**src/rtl/de1_soc_switch_reader.sv**
```systemverilog
// Avalon-MM master that services a DE1-SoC switch PIO: programs its IRQ mask,
// reads the switch value on interrupt or poll timeout, and streams changed values out.
module de1_soc_switch_reader #(
    parameter int              WIDTH       = 10,
    parameter logic [WIDTH-1:0] MASK_INIT  = '1,
    parameter int              POLL_CYCLES = 50000
) (
    input  logic             clk,
    input  logic             reset_n,
    output logic [1:0]       avm_address,
    output logic             avm_chipselect,
    output logic             avm_write_n,
    output logic [31:0]      avm_writedata,
    input  logic [31:0]      avm_readdata,
    input  logic             avm_irq,
    input  logic             mask_wr,
    input  logic [WIDTH-1:0] mask_data,
    output logic [WIDTH-1:0] sample_data,
    output logic             sample_valid,
    input  logic             sample_ready,
    output logic [2:0]       o_dbg_state
);

    typedef enum logic [2:0] {
        S_INIT   = 3'd0,
        S_IDLE   = 3'd1,
        S_WRMASK = 3'd2,
        S_RDADDR = 3'd3,
        S_RDDATA = 3'd4,
        S_OUT    = 3'd5
    } state_t;

    localparam int             CW        = (POLL_CYCLES > 1) ? $clog2(POLL_CYCLES) : 1;
    localparam logic [CW-1:0]  POLL_LAST = (POLL_CYCLES > 0) ? CW'(POLL_CYCLES - 1) : '0;

    state_t           r_state;
    logic [1:0]       r_address;
    logic             r_chipselect;
    logic             r_write_n;
    logic [31:0]      r_writedata;
    logic [WIDTH-1:0] r_sample_data;
    logic             r_sample_valid;
    logic             r_delivered;
    logic             r_mask_pend;
    logic [WIDTH-1:0] r_mask_val;
    logic [CW-1:0]    r_poll_cnt;

    logic             w_poll_hit;
    logic             w_rd_changed;
    logic             w_unused_rd;

    // Polling is disabled entirely when POLL_CYCLES is zero.
    assign w_poll_hit   = (POLL_CYCLES > 0) && (r_poll_cnt == POLL_LAST);
    assign w_rd_changed = (avm_readdata[WIDTH-1:0] != r_sample_data) || !r_delivered;
    assign w_unused_rd  = ^avm_readdata;

    // Output handshake: a value moves when sample_valid and sample_ready are both
    // high on a rising clk edge; sample_valid/sample_data hold steady until then.
    always_ff @(posedge clk or negedge reset_n) begin
        if (!reset_n) begin
            r_state        <= S_INIT;
            r_address      <= 2'd0;
            r_chipselect   <= 1'b0;
            r_write_n      <= 1'b1;
            r_writedata    <= 32'd0;
            r_sample_data  <= '0;
            r_sample_valid <= 1'b0;
            r_delivered    <= 1'b0;
            r_mask_pend    <= 1'b0;
            r_mask_val     <= '0;
            r_poll_cnt     <= '0;
        end else begin
            r_address    <= 2'd0;
            r_chipselect <= 1'b0;
            r_write_n    <= 1'b1;
            r_writedata  <= 32'd0;
            r_poll_cnt   <= '0;

            if (mask_wr) begin
                r_mask_pend <= 1'b1;
                r_mask_val  <= mask_data;
            end

            case (r_state)
                S_INIT: begin
                    // Bus registers load on the first edge, so INIT spans the launch
                    // edge plus the strobe cycle itself.
                    if (!r_chipselect) begin
                        r_address    <= 2'd2;
                        r_chipselect <= 1'b1;
                        r_write_n    <= 1'b0;
                        r_writedata  <= 32'(MASK_INIT);
                    end else begin
                        r_state <= S_IDLE;
                    end
                end
                S_IDLE: begin
                    if (r_mask_pend) begin
                        r_address    <= 2'd2;
                        r_chipselect <= 1'b1;
                        r_write_n    <= 1'b0;
                        r_writedata  <= 32'(r_mask_val);
                        r_mask_pend  <= mask_wr;
                        r_state      <= S_WRMASK;
                    end else if (avm_irq || w_poll_hit) begin
                        r_address    <= 2'd0;
                        r_chipselect <= 1'b1;
                        r_write_n    <= 1'b1;
                        r_state      <= S_RDADDR;
                    end else begin
                        r_poll_cnt <= r_poll_cnt + 1'b1;
                    end
                end
                S_WRMASK: r_state <= S_IDLE;
                S_RDADDR: r_state <= S_RDDATA;
                S_RDDATA: begin
                    if (w_rd_changed) begin
                        r_sample_data  <= avm_readdata[WIDTH-1:0];
                        r_sample_valid <= 1'b1;
                        r_delivered    <= 1'b1;
                        r_state        <= S_OUT;
                    end else begin
                        r_state <= S_IDLE;
                    end
                end
                S_OUT: begin
                    if (sample_ready) begin
                        r_sample_valid <= 1'b0;
                        r_state        <= S_IDLE;
                    end
                end
                default: r_state <= S_INIT;
            endcase
        end
    end

    assign avm_address    = r_address;
    assign avm_chipselect = r_chipselect;
    assign avm_write_n    = r_write_n;
    assign avm_writedata  = r_writedata;
    assign sample_data    = r_sample_data;
    assign sample_valid   = r_sample_valid;
    assign o_dbg_state    = r_state;

endmodule
```
**config.mk**
```make
export PLATFORM = sky130hd
export DESIGN_NAME = de1_soc_switch_reader
export DESIGN_NICKNAME = d
export VERILOG_FILES = /design/src/rtl/de1_soc_switch_reader.sv
export SDC_FILE = /design/constraint.sdc
export NUM_CORES = 1
export LEC_CHECK = 0
export CAP_MARGIN = 20
export CORE_MARGIN = 10
export CORE_UTILIZATION = 41
export CTS_BUF_LIST = sky130_fd_sc_hd__clkbuf_8
export CTS_CLUSTER_DIAMETER = 150
export CTS_CLUSTER_SIZE = 16
export DETAILED_ROUTE_END_ITERATION = 10
export PLACE_DENSITY_LB_ADDON = 0.15
export SETUP_SLACK_MARGIN = 0.4
export SLEW_MARGIN = 40
export SYNTH_ARGS = -nofsm -noshare
export SYNTH_HDL_FRONTEND = slang
export SYNTH_SLANG_ARGS = --single-unit
```
**constraint.sdc**
```tcl
create_clock -name clk -period 1.7 [get_ports clk]
set_input_delay 0.255 -clock clk [delete_from_list [all_inputs] [get_ports clk]]
set_output_delay 0.255 -clock clk [all_outputs]
set_load 0.05 [all_outputs]
```
==> results of run 1 <==
[repair_timing]
item                                   CTS  global route
gates resized for setup                 49            77
cloned                                   2             1
endpoints found under the hold margin   16             0
pin swaps                               12            14
setup buffers                            9             5
hold buffers                             1             0
setup endpoints to repair               53            55
[worst min path at each step]
stage / slack, ns / end / depth (start not counted) / start
after floorplan: -0.04 / avm_address[1]$_DFF_PN0_ / 0 / reset_n
after global placement: 0.22 / r_poll_cnt[3]$_DFF_PN0_ / 1 / reset_n
after detailed placement: 0.23 / sample_valid$_DFFE_PN0P_ / 1 / reset_n
after CTS: 0.38 / sample_data[5]$_DFFE_PN0P_ / 2 / avm_readdata[5]
after global routing: 0.39 / sample_data[6]$_DFFE_PN0P_ / 2 / avm_readdata[6]
final: 0.38 / sample_data[5]$_DFFE_PN0P_ / 2 / avm_readdata[5]
[through the flow]
stage / utilization, % / area [um^2] / power (uW)
finish: 67.08 / 3995 / 6811
floorplan: - / 2679 / 3800
CTS: 60.82 / 3622 / 6380
global route: 67.08 / 3995 / 7157
global placement: 53.76 / 3202 / 4750
detailed placement: 53.76 / 3202 / 4771
[power groups by stage]
| stage | combinational [uW] | sequential (uW) | clock (uW) |
|---|---|---|---|
| floorplan | 915 | 2880 | 0 |
| global placement | 2860 | 1890 | 0 |
| detailed placement | 2890 | 1880 | 0 |
| CTS | 3560 | 1890 | 926 |
| global route | 4210 | 1980 | 968 |
| finish | 3980 | 1930 | 896 |
[cell type report]
type	instances	area, um^2
Sequential cell	55	1395
Timing Repair Buffer	95	1032
Multi-Input combinational cell	156	1343
Fill cell	461	1961
Clock buffer	5	68.82
Inverter	4	15.01
Clock inverter	3	47.55
Tap cell	75	93.84
[critical path: stages, from the launching register on]
cell     delay, ns
dfrtp_2       0.44
xnor2_2       0.17
nand3_2       0.11
nor3_2        0.23
nor2b_2       0.11
buf_4         0.15
or3_1         0.34
[per-layer routing]
layer,up-vias,part of all wire (%),routed length (um)
met1,900,39,2342
li1,883,-,-
met4,0,0.54,32
met5,-,0,0
met2,38,54,3224
met3,3,5.9,352
[logic make-up (layout without fill, tap and decap cells)]
| group | Yosys count | count (layout) | synth area share, % |
|---|---|---|---|
| AO/OA/AOI/OAI | 8 | 8 | 1.934 |
| XOR/XNOR | 24 | 24 | 8.329 |
| adder cells (fa/ha/maj) | 1 | 1 | 0.4957 |
| buffers and inverters | 34 | 107 | 9.023 |
| flip-flops | 55 | 55 | 54.59 |
| multiplexers | 20 | 20 | 8.924 |
| other | 1 | 23 | 0.1486 |
| AND/OR/NAND/NOR | 80 | 80 | 16.56 |
[placed cells by master (no fill, tap or decap), drive strengths merged, types with 2 or more instances in the layout]
cell | Yosys | final
nor4b | 2 | 2
or3 | 2 | 2
xor2 | 6 | 6
mux2 | 20 | 20
and3 | 2 | 2
nand3 | 7 | 7
inv | 4 | 5
nand4 | 3 | 3
o21ai | 3 | 3
buf | 26 | 70
nand2b | 2 | 2
nand2 | 5 | 5
nor2 | 40 | 40
dlygate4sd2 | 0 | 2
clkdlybuf4s50 | 0 | 21
a21oi | 2 | 2
dfrtp | 54 | 54
conb | 1 | 23
clkbuf | 4 | 6
nor4 | 2 | 2
nor3 | 3 | 3
and4 | 3 | 3
xnor2 | 18 | 18
[flip-flops by register name (all words and copies together) (netlist names)]
signal,cells
avm_address,1
avm_write_n,1
sample_valid,1
r_delivered,1
r_mask_pend,1
avm_chipselect,1
avm_writedata,10
r_mask_val,10
o_dbg_state,3
r_poll_cnt,16
sample_data,10
==> out/qor.yml, run 1 <==
status:
  status: "finished clean"
critical_path:
  r2r_slack_ns: 0.02
  critPathMaxFanout: 4
  endpoint_kind: "flip-flop"
  startpoint_type: "flip-flop"
  cp-endpoint: "o_dbg_state[2]$_DFFE_PN0P_"
  critPathLaunch: "sample_data[9]$_DFFE_PN0P_"
  timing.rr.end: "o_dbg_state[2]$_DFFE_PN0P_"
  r2r_start: "sample_data[9]$_DFFE_PN0P_"
  worstPathArrival_ns: 1.87
  crit_type: "reg2reg"
  required_ns: 1.89
  rr_worst_depth: 6
power_and_ir_drop:
  p_sw_uw: 2841
  ir_worst_vdd_v: 0.001454
  combPwrFrac_pct: 58.5
  power_per_cell_area_nw_per_um2: 1705
  power_leakage_uw: 0.001702
  p_seq_share_pct: 28.4
  pwr-share-clk_pct: 13.2
  p_sw_share_pct: 41.72
  internal_power_uw: 3970
placement:
  gp_congestion: 0.7284
  hpwl_um: 3987
  port_buffers: 51
  dpl.cell_count: 367
  dp_slack_ns: -0.4621
sta:
  postLayoutSetupSlackWorst_ns: 0.02411
  period_share_pct: 98.58
  hold_ws_ns: 0.3775
  slew_viol_final: 0
  fmax_mhz: 596.7
  fin_crit_ns: 1.676
  finalSetupTns_ns: 0
  rsz0062_at_grt: "yes"
  setup_viol: 0
  hold_viol: 0
  skew_ns: 0.009557
global_routing:
  use_met1_pct: 13.26
  busiest_layer: "met2"
  grt_start_max_net_pins: 40
  grtUsageMet3_pct: 4.399
  gr-usage-all-layers_pct: 11.72
  grt_pass1_vias: 1894
  met2_usage_pct: 20.37
  antenna_found_initial: 0
  overflow: 0
  grt_pass1_wl_um: 9515
drt:
  ant_nets: 0
  route.detailed.drc: 0
  wire_per_inst_um: 15.15
  drt_iter0_drc: 20
  vias_per_cell: 4.641
  via_count: 1824
  finalWirelength_um: 5952
  first_pass_iters: 4
synthesis:
  syn-instance-count: 223
  yosysMostFrequentCell: "dfrtp_1"
  yosys-top-cells-count: "dfrtp_1 (54), nor2_1 (40), buf_4 (24)"
  seq_area_frac_synth_pct: 54.59
  ys.flop_type: "dfrtp_1"
  yosysUniqueCellTypes: 40
  synth_area_leaders: "dfrtp_1 (54%), mux2_2 (8.9%), buf_4 (7.1%)"
  synth-edff-count: 0
  ys_ff_latch: 55
  syn-cell-area_um2: 2524
  yosysWarnings: 0
  synthArstFlopShare_pct: 100.0
  syn_avg_cell_area_um2: 11.32
  synth_area_leader_cell: "dfrtp_1"
  synth_top_area_share_pct: 53.54
clock_network:
  clock_path_buffers: 2
  cts_max_level: 2
  cts_buffers: 5
  path_clk_slew_ns: 0.10
  ctsRootBufferMaster: "clkbuf_8"
  clk_latency_ns: 0.31
  cts_tree: "built"
  clock-sinks: 55
finish:
  layout-drive-gt1-share_pct: 52.20
  diodes: 0
  final_nets: 365
  areaGrowthSynthToFinish_pct: 58.30
  fin_cells: 393
die:
  die_y_um: 98.46
  core_um2: 5956
  die_area_um2: 9693
  ios: 97
  row_count: 28
  initial_utilization_pct: 42.37
  die_w_um: 98.46
run:
  drv_cap: 0
min_path:
  hp-class: "in2reg"
Power figures use the tool's default switching activity.
==> run 2, diff against run 1 <==
CORE_UTILIZATION = 39   (was 41)
CTS_BUF_LIST = default   (was sky130_fd_sc_hd__clkbuf_8)
==> out/qor.yml, run 2 (same netlist as run 1, synthesis figures left out) <==
status:
  status: "finished clean"
drt:
  vias_per_cell: 4.557  # -1.8%
  ant_nets: 0  # unchanged
  first_pass_iters: 3  # -1
  drt_iter0_drc: 51  # +160%
  wire_per_inst_um: 14.81  # -2.2%
  finalWirelength_um: 5819  # -2.2%
  via_count: 1791  # -1.8%
  route.detailed.drc: 0  # unchanged
critical_path:
  worstPathArrival_ns: 1.85  # -0.02 ns
  critPathMaxFanout: 7  # +3
  max_stage_delay_ns: 0.42  # -0.02 ns
  rr_worst_depth: 7  # +1
  cp_slowest_cell: "dfrtp_1"
  crit_type: "reg2reg"
  required_ns: 1.91  # +0.02 ns
  endpoint_kind: "flip-flop"
  startpoint_type: "flip-flop"
  crit_chain: "nor4bb_4, buf_4, a41oi_4, and2b_1, nand2_2, clkbuf_16, nor2_1"
sta:
  slew_viol_final: 0  # unchanged
  skew_ns: 0.01186  # +0.002304 ns
  rsz0062_at_grt: "yes"
  period_share_pct: 96.50  # -2.1 points
  fmax_mhz: 609.6  # +2.2%
  hold_viol: 0  # unchanged
  fin_crit_ns: 1.640  # -0.03546 ns
  setup_viol: 0  # unchanged
global_routing:
  gr-usage-all-layers_pct: 11.09  # -0.64 points
  grt_pass1_vias: 1917  # +1.2%
  grt_pass1_wl_um: 9232  # -3.0%
  grt_start_max_net_pins: 28  # -30%
  antenna_found_initial: 0  # unchanged
  overflow: 0  # unchanged
power_and_ir_drop:
  ir_worst_vdd_v: 0.0009875  # -32%
  power_per_cell_area_nw_per_um2: 1683  # -1.3%
  power_leakage_uw: 0.001691  # -0.63%
finish:
  largest_reg_flops: 16  # unchanged
  areaGrowthSynthToFinish_pct: 53.89
  utilization_pct: 61.51  # -5.6 points
  layout_commonest_cell: "dfrtp_1"
  layout-drive-gt1-share_pct: 53.16  # +0.96 points
  fin_cells: 393  # unchanged
  diodes: 0  # unchanged
  mostFrequentLayoutCells: "dfrtp_1 (40), buf_4 (37), conb_1 (23)"
  largest_register: "r_poll_cnt"
  final_nets: 363  # -0.55%
clock_network:
  clock_path_buffers: 2  # unchanged
  path_clk_slew_ns: 0.10  # about the same
  clock-sinks: 55  # unchanged
  ctsRootBufferMaster: "clkbuf_8"
  cts_buffers: 5  # unchanged
  cts_max_level: 2  # unchanged
  clk_latency_ns: 0.31  # about the same
  cts_tree: "built"
die:
  die_w_um: 100.4  # +2.0%
  die_y_um: 100.4  # +2.0%
  row_count: 29  # +3.6%
  ios: 97  # unchanged
  die_area_um2: 10090  # +4.1%
  initial_utilization_pct: 39.97  # -2.4 points
  core_um2: 6314  # +6.0%
run:
  drv_cap: 0  # unchanged
placement:
  port_buffers: 51  # unchanged
  hpwl_um: 4026  # +0.98%
  gp_congestion: 0.7123  # -2.2%
  dpl.cell_count: 369  # +0.54%
min_path:
  hp-class: "in2reg"
  min_path_cells: 2  # unchanged
## run 2: path summary, 6_finish.rpt
| check | endpoint | slack (ns) | from |
|---|---|---|---|
| setup / recovery | r_poll_cnt[11]$_DFF_PN0_ | 0.06 | r_poll_cnt[12]$_DFF_PN0_ |
| hold / removal | sample_data[3]$_DFFE_PN0P_ | 0.31 | avm_readdata[3] |
| setup reg to reg | r_poll_cnt[11]$_DFF_PN0_ | 0.06 | r_poll_cnt[12]$_DFF_PN0_ |
| hold reg to reg | r_delivered$_DFFE_PN0P_ | 0.49 | r_delivered$_DFFE_PN0P_ |
| max in group asynchronous | avm_write_n$_DFF_PN1_ | 0.72 | reset_n |
| min in group asynchronous | r_poll_cnt[5]$_DFF_PN0_ | 0.39 | reset_n |
## run 2: metrics by stage
stage / worst slack, ns / hold WS [ns] / area (um^2) / setup TNS, ns / total power, uW
final: 0.05957 / 0.3084 / 3884 / 0 / 6538
after global placement: -0.4616 / 0.2060 / 3204 / -3.673 / 4748
after global routing: -0.03699 / 0.3041 / 3884 / -0.1667 / 6875
after detailed placement: -0.4748 / 0.2035 / 3204 / -3.716 / 4755
after CTS: 0.06313 / 0.3946 / 3491 / 0 / 5929
after floorplan: -0.002150 / -0.04059 / 2679 / -0.01505 / 3800
## run 2: worst max-delay path: cells and delay by family, from the launching register on
kind | cells | cell delay (ns)
AO/OA/AOI/OAI | 1 | 0.09
flip-flops | 1 | 0.42
buffers and inverters | 2 | 0.33
AND/OR/NAND/NOR | 4 | 0.69
## run 2: timing repair
| action | in CTS | in global routing |
|---|---|---|
| buffers inserted | 4 | 8 |
| pin swaps | 3 | 19 |
| gates cloned | 2 | 1 |
| endpoints found under the setup margin | 52 | 48 |
| hold buffers | 1 | 0 |
| hold endpoints to repair | 14 | 0 |
| resized for setup | 35 | 82 |
## run 2: report_power, final
part           switching [uW]  total, uW  leakage, uW  internal, uW
sequential                234       1910     0.000677          1670
clock                     453        757    0.0000491           304
combinational            2170       3870     0.000965          1700
## run 2: final cells by class
class	instances	area [um^2]
clock inverter	3	26.28
timing repair buffer	92	932.1
sequential	55	1395
tap	77	96.34
multi-input combinational	157	1348
inverter	4	17.52
fill	522	2430
clock buffer	5	68.82
## run 2: metal layers
metal,track usage [%],vias up,wire length [um]
met4,2.283,0,44
met1,12.89,872,2391
li1,-,880,-
met3,4.052,6,350
met2,19.09,33,3032
met5,0,-,0
==> run 3, diff against run 2 <==
RECOVER_POWER = 25   (was default)
==> out/qor.yml, run 3 (same netlist as run 1, synthesis figures left out) <==
finish:
  final_nets: 363  # unchanged
  largest_reg_flops: 16  # unchanged
  multi_input_area_um2: 1348  # unchanged
  layout_commonest_cell: "dfrtp_1"
  layout-drive-gt1-share_pct: 52.85  # -0.32 points
  areaGrowthSynthToFinish_pct: 53.84  # about the same
  utilization_pct: 61.49  # about the same
  seqCellArea_um2: 1395  # unchanged
  diodes: 0  # unchanged
  largest_register: "r_poll_cnt"
  num-fill-cells: 523  # +0.19%
  mostFrequentLayoutCells: "dfrtp_1 (40), buf_4 (37), conb_1 (23)"
critical_path:
  cp_slowest_cell: "dfrtp_1"
  r2r_slack_ns: 0.06  # about the same
  crit_type: "reg2reg"
  rr_worst_depth: 7  # unchanged
  r2r_start: "r_poll_cnt[12]$_DFF_PN0_"
  endpoint_kind: "flip-flop"
  critPathMaxFanout: 7  # unchanged
  worstPathArrival_ns: 1.85  # about the same
  max_stage_delay_ns: 0.42  # about the same
  required_ns: 1.91  # about the same
  crit_chain: "nor4bb_4, buf_4, a41oi_4, and2b_1, nand2_2, clkbuf_16, nor2_1"
  startpoint_type: "flip-flop"
  timing.rr.end: "r_poll_cnt[11]$_DFF_PN0_"
drt:
  ant_nets: 0  # unchanged
  drt_iter0_drc: 50  # -2.0%
  route.detailed.drc: 0  # unchanged
  vias_per_cell: 4.560  # about the same
  first_pass_iters: 3  # unchanged
  finalWirelength_um: 5825  # +0.10%
  via_count: 1792  # +0.056%
  wire_per_inst_um: 14.82  # +0.10%
global_routing:
  grt_pass1_wl_um: 9232  # unchanged
  met2_usage_pct: 19.09  # unchanged
  grt_start_max_net_pins: 28  # unchanged
  antenna_found_initial: 0  # unchanged
  overflow: 0  # unchanged
  grt_pass1_vias: 1917  # unchanged
  gr-usage-all-layers_pct: 11.09  # unchanged
  use_met1_pct: 12.89  # unchanged
  busiest_layer: "met2"
  grtUsageMet3_pct: 4.052  # unchanged
power_and_ir_drop:
  ir_worst_vdd_v: 0.0009875  # about the same
  power_per_cell_area_nw_per_um2: 1684  # about the same
  power_leakage_uw: 0.001688  # -0.16%
sta:
  hold_viol: 0  # unchanged
  fin_crit_ns: 1.641  # +0.0002097 ns
  maxSlewHeadroom_pct: 36.12
  slew_viol_final: 0  # unchanged
  skew_ns: 0.01186  # unchanged
  hold_ws_ns: 0.3084  # unchanged
  setup_viol: 0  # unchanged
  rsz0062_at_grt: "yes"
  tightestPinTransition_ns: 0.9582
  period_share_pct: 96.51  # about the same
  fmax_mhz: 609.5  # about the same
clock_network:
  cts_buffers: 5  # unchanged
  path_clk_slew_ns: 0.10  # about the same
  clock-sinks: 55  # unchanged
  ctsRootBufferMaster: "clkbuf_8"
  clock_path_buffers: 2  # unchanged
  clk_latency_ns: 0.31  # about the same
  cts_max_level: 2  # unchanged
  cts_tree: "built"
die:
  ios: 97  # unchanged
  core_um2: 6314  # unchanged
  die_area_um2: 10090  # unchanged
  row_count: 29  # unchanged
  initial_utilization_pct: 39.97  # unchanged
  die_y_um: 100.4  # unchanged
  die_w_um: 100.4  # unchanged
run:
  drv_cap: 0  # unchanged
min_path:
  hp-class: "in2reg"
  hold_start: "avm_readdata[3]"
  min_to: "sample_data[3]$_DFFE_PN0P_"
  min_path_cells: 2  # unchanged
placement:
  gp_congestion: 0.7123  # unchanged
  port_buffers: 51  # unchanged
  hpwl_um: 4026  # unchanged
status:
  status: "finished clean"
run 3: metrics by stage:
step                      cells  TNS (ns)  power (uW)  instance area [um^2]  setup slack, ns
final                       393         0        6538                  3882          0.05936
after global routing        393   -0.1667        6874                  3882         -0.03699
after floorplan             245  -0.01505        3800                  2679        -0.002150
after global placement      369    -3.673        4748                  3204          -0.4616
after detailed placement    369    -3.716        4755                  3204          -0.4748
after CTS                   384         0        5929                  3491          0.06313
run 3: worst max-delay path by stage:
stage | startpoint | endpoint | cells after the start
after CTS | r_poll_cnt[13]$_DFF_PN0_ | r_poll_cnt[14]$_DFF_PN0_ | 7
after detailed placement | avm_readdata[4] | sample_data[0]$_DFFE_PN0P_ | 6
after global placement | avm_readdata[4] | sample_data[3]$_DFFE_PN0P_ | 6
after floorplan | o_dbg_state[2]$_DFFE_PN0P_ | sample_data[0]$_DFFE_PN0P_ | 5
final | r_poll_cnt[12]$_DFF_PN0_ | r_poll_cnt[11]$_DFF_PN0_ | 7
after global routing | r_poll_cnt[0]$_DFF_PN0_ | r_poll_cnt[11]$_DFF_PN0_ | 7
run 3: layer usage:
layer,vias up,wire length (um)
met2,33,3032
met5,-,0
li1,880,-
met3,6,348
met4,0,44
met1,873,2399
run 3: final cells by class:
class	count	share of cell area, %
clock inverter	3	0.6768
sequential	55	35.93
inverter	4	0.4512
tap	77	2.481
clock buffer	5	1.772
multi-input combinational	157	34.71
timing repair buffer	92	23.98
run 3: timing repair:
action	in CTS	in global routing
pin swaps	3	19
setup buffers	4	8
gates resized for setup	35	82
gates cloned	2	1
setup endpoints to repair	52	48
hold buffers	1	0
endpoints found under the hold margin	14	0
run 3: worst max-delay path, delay by kind of cell, from the launching register on:
kind,cells,cell delay [ns]
compound gates,1,0.09
buf+inv,2,0.33
flops,1,0.42
simple gates,4,0.69
run 3: power by group:
part	total [uW]	switching, uW	internal [uW]
logic	3870	2170	1700
clock network	757	453	304
registers	1910	234	1670
